`config.mk`:
```
export PLATFORM = sky130hd
export DESIGN_NAME = fwd_hazard_ctrl
export DESIGN_NICKNAME = d
export VERILOG_FILES = /design/src/rtl/hazard_pkg.sv /design/src/rtl/fwd_src_cmp.sv /design/src/rtl/fwd_hazard_ctrl.sv
export SDC_FILE = /design/constraint.sdc
export NUM_CORES = 1
export LEC_CHECK = 0
export ABC_AREA = 1
export BUFFER_PORTS_ARGS = -buffer_cell sky130_fd_sc_hd__buf_2
export CAP_MARGIN = 20
export CORE_MARGIN = 2
export CORE_UTILIZATION = 48
export CTS_CLUSTER_DIAMETER = 40
export DETAILED_ROUTE_END_ITERATION = 8
export GPL_TIMING_DRIVEN = 0
export PLACE_DENSITY = 0.83
export SLEW_MARGIN = 5
export SYNTH_ARGS = -nofsm -noshare
export SYNTH_HDL_FRONTEND = slang
export SYNTH_HIERARCHICAL = 1
export SYNTH_SLANG_ARGS = --single-unit
```
`constraint.sdc`:
```
create_clock -name clk -period 2.55 [get_ports clk]
set_clock_uncertainty 0.2 [all_clocks]
set_input_delay 0.3825 -clock clk [delete_from_list [all_inputs] [get_ports clk]]
set_output_delay 0.3825 -clock clk [all_outputs]
set_load 0.02 [all_outputs]
```
`src/rtl/hazard_pkg.sv`:
```
// Shared constants for the forwarding/hazard controller: forward-select codes
// and FSM state encodings.
package hazard_pkg;

  localparam logic [1:0] FWD_RF  = 2'b00;
  localparam logic [1:0] FWD_MEM = 2'b01;
  localparam logic [1:0] FWD_WB  = 2'b10;

  localparam logic [0:0] ST_IDLE      = 1'b0;
  localparam logic [0:0] ST_LOAD_WAIT = 1'b1;

endpackage

```
`src/rtl/fwd_src_cmp.sv`:
```
// Per-source comparator: matches one ID source register against the EX and MEM
// destinations and produces hit flags, load-use flag and the next forward select.
module fwd_src_cmp
  import hazard_pkg::*;
#(
  parameter int AW = 5
) (
  input  logic          id_valid,
  input  logic          rs_used,
  input  logic [AW-1:0] rs_addr,
  input  logic          ex_valid,
  input  logic          ex_reg_write,
  input  logic          ex_is_load,
  input  logic [AW-1:0] ex_rd_addr,
  input  logic          mem_valid,
  input  logic          mem_reg_write,
  input  logic [AW-1:0] mem_rd_addr,
  output logic          ex_hit,
  output logic          mem_hit,
  output logic          load_use,
  output logic [1:0]    next_sel
);

  logic src_live;

  // Valid bits gate the address compare so X addresses cannot leak through.
  assign src_live = id_valid & rs_used;
  assign ex_hit   = src_live & ex_valid & ex_reg_write &
                    (ex_rd_addr == rs_addr) & (ex_rd_addr != '0);
  assign mem_hit  = src_live & mem_valid & mem_reg_write &
                    (mem_rd_addr == rs_addr) & (mem_rd_addr != '0);
  assign load_use = ex_hit & ex_is_load;

  always_comb begin
    next_sel = FWD_RF;
    if (ex_hit && !ex_is_load) next_sel = FWD_MEM;
    else if (mem_hit)          next_sel = FWD_WB;
  end

endmodule

```
`src/rtl/fwd_hazard_ctrl.sv`:
```
// Forwarding select register and load-use stall FSM for the 5-stage pipeline.
// Optional stall counter enabled by defining HAZARD_PERF_CNT_EN.
module fwd_hazard_ctrl
  import hazard_pkg::*;
#(
  parameter int AW      = 5,
  parameter int NUM_SRC = 2,
  parameter int CNT_W   = 32
) (
  input  logic                  clk,
  input  logic                  reset_n,
  input  logic                  id_valid,
  input  logic [NUM_SRC*AW-1:0] id_rs_addr,
  input  logic [NUM_SRC-1:0]    id_rs_used,
  input  logic                  ex_valid,
  input  logic                  ex_reg_write,
  input  logic                  ex_is_load,
  input  logic [AW-1:0]         ex_rd_addr,
  input  logic                  mem_valid,
  input  logic                  mem_reg_write,
  input  logic [AW-1:0]         mem_rd_addr,
  input  logic                  mem_ready,
  output logic [NUM_SRC*2-1:0]  fwd_sel,
  output logic                  stall_if_id,
  output logic                  bubble_ex
`ifdef HAZARD_PERF_CNT_EN
  ,
  output logic [CNT_W-1:0]      stall_cnt
`endif
);

  logic [NUM_SRC-1:0]   ex_hit_v;
  logic [NUM_SRC-1:0]   mem_hit_v;
  logic [NUM_SRC-1:0]   load_use_v;
  logic [NUM_SRC*2-1:0] next_sel_v;
  logic                 load_use_any;
  logic                 hits_unused;
  logic [0:0]           state, state_nxt;
  logic                 stall;

  for (genvar i = 0; i < NUM_SRC; i++) begin : g_src
    fwd_src_cmp #(.AW(AW)) u_cmp (
      .id_valid      (id_valid),
      .rs_used       (id_rs_used[i]),
      .rs_addr       (id_rs_addr[i*AW +: AW]),
      .ex_valid      (ex_valid),
      .ex_reg_write  (ex_reg_write),
      .ex_is_load    (ex_is_load),
      .ex_rd_addr    (ex_rd_addr),
      .mem_valid     (mem_valid),
      .mem_reg_write (mem_reg_write),
      .mem_rd_addr   (mem_rd_addr),
      .ex_hit        (ex_hit_v[i]),
      .mem_hit       (mem_hit_v[i]),
      .load_use      (load_use_v[i]),
      .next_sel      (next_sel_v[2*i +: 2])
    );
  end

  assign load_use_any = |load_use_v;
  assign hits_unused  = ^{ex_hit_v, mem_hit_v};

  // LOAD_WAIT holds while memory is slow, and re-arms if the next ID
  // instruction also depends on a load sitting in EX.
  always_comb begin
    stall     = 1'b0;
    state_nxt = state;
    case (state)
      ST_IDLE: begin
        if (load_use_any) begin
          stall     = 1'b1;
          state_nxt = ST_LOAD_WAIT;
        end
      end
      ST_LOAD_WAIT: begin
        if (!mem_ready || load_use_any) stall = 1'b1;
        else                            state_nxt = ST_IDLE;
      end
      default: state_nxt = ST_IDLE;
    endcase
  end

  assign stall_if_id = reset_n & stall;
  assign bubble_ex   = reset_n & stall;

  always_ff @(posedge clk or negedge reset_n) begin
    if (!reset_n) begin
      state   <= ST_IDLE;
      fwd_sel <= '0;
    end else begin
      state   <= state_nxt;
      fwd_sel <= stall ? '0 : next_sel_v;
    end
  end

`ifdef HAZARD_PERF_CNT_EN
  always_ff @(posedge clk or negedge reset_n) begin
    if (!reset_n)                        stall_cnt <= '0;
    else if (stall && stall_cnt != '1)   stall_cnt <= stall_cnt + 1'b1;
  end
`endif

endmodule

```
==> flow_metrics.py <==
metrics = {
    "status": {
        "status": "finished clean",
    },
    "power_and_ir_drop": {
        "p_switching_mw": 0.0868,
        "p_leak_nw": 0.642,
        "power_frac_comb_pct": 35.7,
        "finalPower_mw": 0.265,
        "switching_share_pct": 32.8,
        "cell_internal_pwr_mw": 0.178,
        "clockPowerShare_pct": 34.1,
        "ir_worst_vdd_mv": 0.203,
        "pwr_density_cell_nw_per_um2": 273,
        "power_frac_seq_pct": 30.2,
    },
    "clock_network": {
        "numCtsBuffers": 3,
        "cts_root_buf": "clkbuf_4",
        "clock_latency_ns": 0.24,
        "cts_tree": "built",
        "cts.clk_slew.worst_paths_ns": 0.04,
        "numClockSinks": 5,
        "clockBufferDepth": 2,
        "htreeDepth": 1,
        "cts_resized": 0,
    },
    "timing": {
        "hold_viol": 0,
        "fmaxAchievable_ghz": 0.448,
        "drv_slew": 0,
        "timing.final.crit_share_pct": 87.6,
        "setup_viol": 0,
        "rsz0062_at_grt": "false",
        "maxSlewHeadroom_pct": 84.6,
        "min_period_ns": 2.23,
        "tightest_slew_ns": 0.230,
        "fin_tns_setup_ns": 0,
    },
    "floorplan": {
        "die_area_um2": 1850,
        "pin_count": 37,
        "core_um2": 1470,
        "fp-row-count": 14,
        "chipWidth_um": 43.1,
        "start_util_pct": 49.7,
        "die_h_um": 43.1,
    },
    "global_route": {
        "grt_first_pass_wirelength_um": 3030,
        "grt.overflow.total": 0,
        "antenna_found_initial": 0,
        "groute.usage.overall_pct": 21.6,
        "grt_max_degree": 7,
        "grt_pass1_vias": 818,
    },
    "critical_path": {
        "path_class": "in -> out",
        "critPathMaxFanout": 4,
        "cp.arrival_ns": 1.65,
        "r2r-end": "fwd_sel[2]",
        "r2r_cells": 3,
        "start_kind": "input port",
        "r2r_start": "state",
        "crit_required_ns": 1.97,
        "regToRegSetupSlack_ns": 1.67,
        "crit_path_start": "id_valid",
        "end_kind": "output pin",
    },
    "placement": {
        "place.gp.congestion": 0.847,
        "post-dp-hpwl_um": 1580,
        "placedCellCount": 192,
        "port_buffers": 36,
    },
    "final_layout": {
        "nFillCells": 157,
        "mostFrequentLayoutCells": "nand2_1, buf_2, inv_1, nor2_1",
        "drive_gt1_share_pct": 31.5,
        "diodes": 0,
        "layout_commonest_cell": "nand2_1",
        "area_growth_pct": 32.3,
        "nets": 213,
        "stdcell_count": 197,
        "post-route-util_pct": 65.8,
    },
    "logic_synthesis": {
        "synth_fp_nets": 171,
        "syn_area_um2": 732,
        "synthCells": 140,
        "yosysWarnings": 6,
        "syn_avg_cell_area_um2": 5.23,
    },
    "route": {
        "drtIter0Drc": 10,
        "drc": 0,
        "finalWirelength_um": 1810,
        "via_per_inst": 4.68,
        "route.vias.total": 921,
        "dr.pass1.iters": 4,
        "ant_nets": 0,
        "drt-wirelength-per-cell_um": 9.16,
    },
    "job": {
        "max_cap_violations": 0,
    },
    "worst_hold_path": {
        "hp-class": "in -> reg",
        "min_from": "mem_ready",
        "holdPathEnd": "state",
        "holdPathStages": 4,
    },
}
## how the worst max path moves through the flow
stage | to | cells after the start
final | stall_if_id | 11
after detailed placement | stall_if_id | 11
after global routing | stall_if_id | 13
after floorplan | stall_if_id | 9
after CTS | stall_if_id | 11
after global placement | stall_if_id | 13
## per-stage QoR
stage / hold slack [ns] / setup slack [ns] / instance area, um2
4_1_cts: 0.255 / 0.326 / 968
6_report: 0.258 / 0.316 / 968
5_1_grt: 0.269 / 0.122 / 968
3_3_place_gp: 0.0000420 / 0.370 / 932
2_1_floorplan: -0.113 / 0.345 / 732
3_5_place_dp: 0.00874 / 0.330 / 932
## registers in the layout (all words and copies together) (netlist names)
register	count
fwd_sel	4
state	1
## per-layer routing
| layer | wire [um] | GRT usage [%] | vias to the layer above |
|---|---|---|---|
| li1 | - | - | 487 |
| met1 | 732 | 24.7 | 404 |
| met2 | 967 | 41.2 | 30 |
| met3 | 105 | 3.83 | 0 |
| met4 | 0 | 4.24 | 0 |
| met5 | 0 | 0 | - |
## power by group through the flow
stage	registers (mW)	logic, mW	clock network (mW)
finish	0.0800	0.0944	0.0901
global route	0.0799	0.107	0.101
CTS	0.0800	0.0940	0.0931
detailed placement	0.0811	0.0924	0
global placement	0.0811	0.0884	0
floorplan	0.0814	0.0463	0
## worst max-delay path, cell delays in order
cell	delay (ns)
buf_2	0.11
nand2_1	0.05
nor2_1	0.09
o21ai_1	0.11
nor2_2	0.14
nand2_1	0.07
nor3_2	0.18
nor2_4	0.06
a21oi_1	0.18
buf_4	0.13
buf_2	0.14
## what timing repair did
item	in CTS	in global routing
buffers inserted	0	0
hold buffers	1	0
endpoints found under the hold margin	5	0
## area by class of cell
cell class	count	area, um2	share of cell area [%]
Sequential cell	5	125	12.9
Clock buffer	4	26.3	2.71
Tap cell	16	20.0	2.07
Inverter	38	143	14.7
Multi-Input combinational cell	96	457	47.2
Timing Repair Buffer	37	190	19.6
Buffer	1	7.51	0.775
Power figures use the tool's default switching activity.
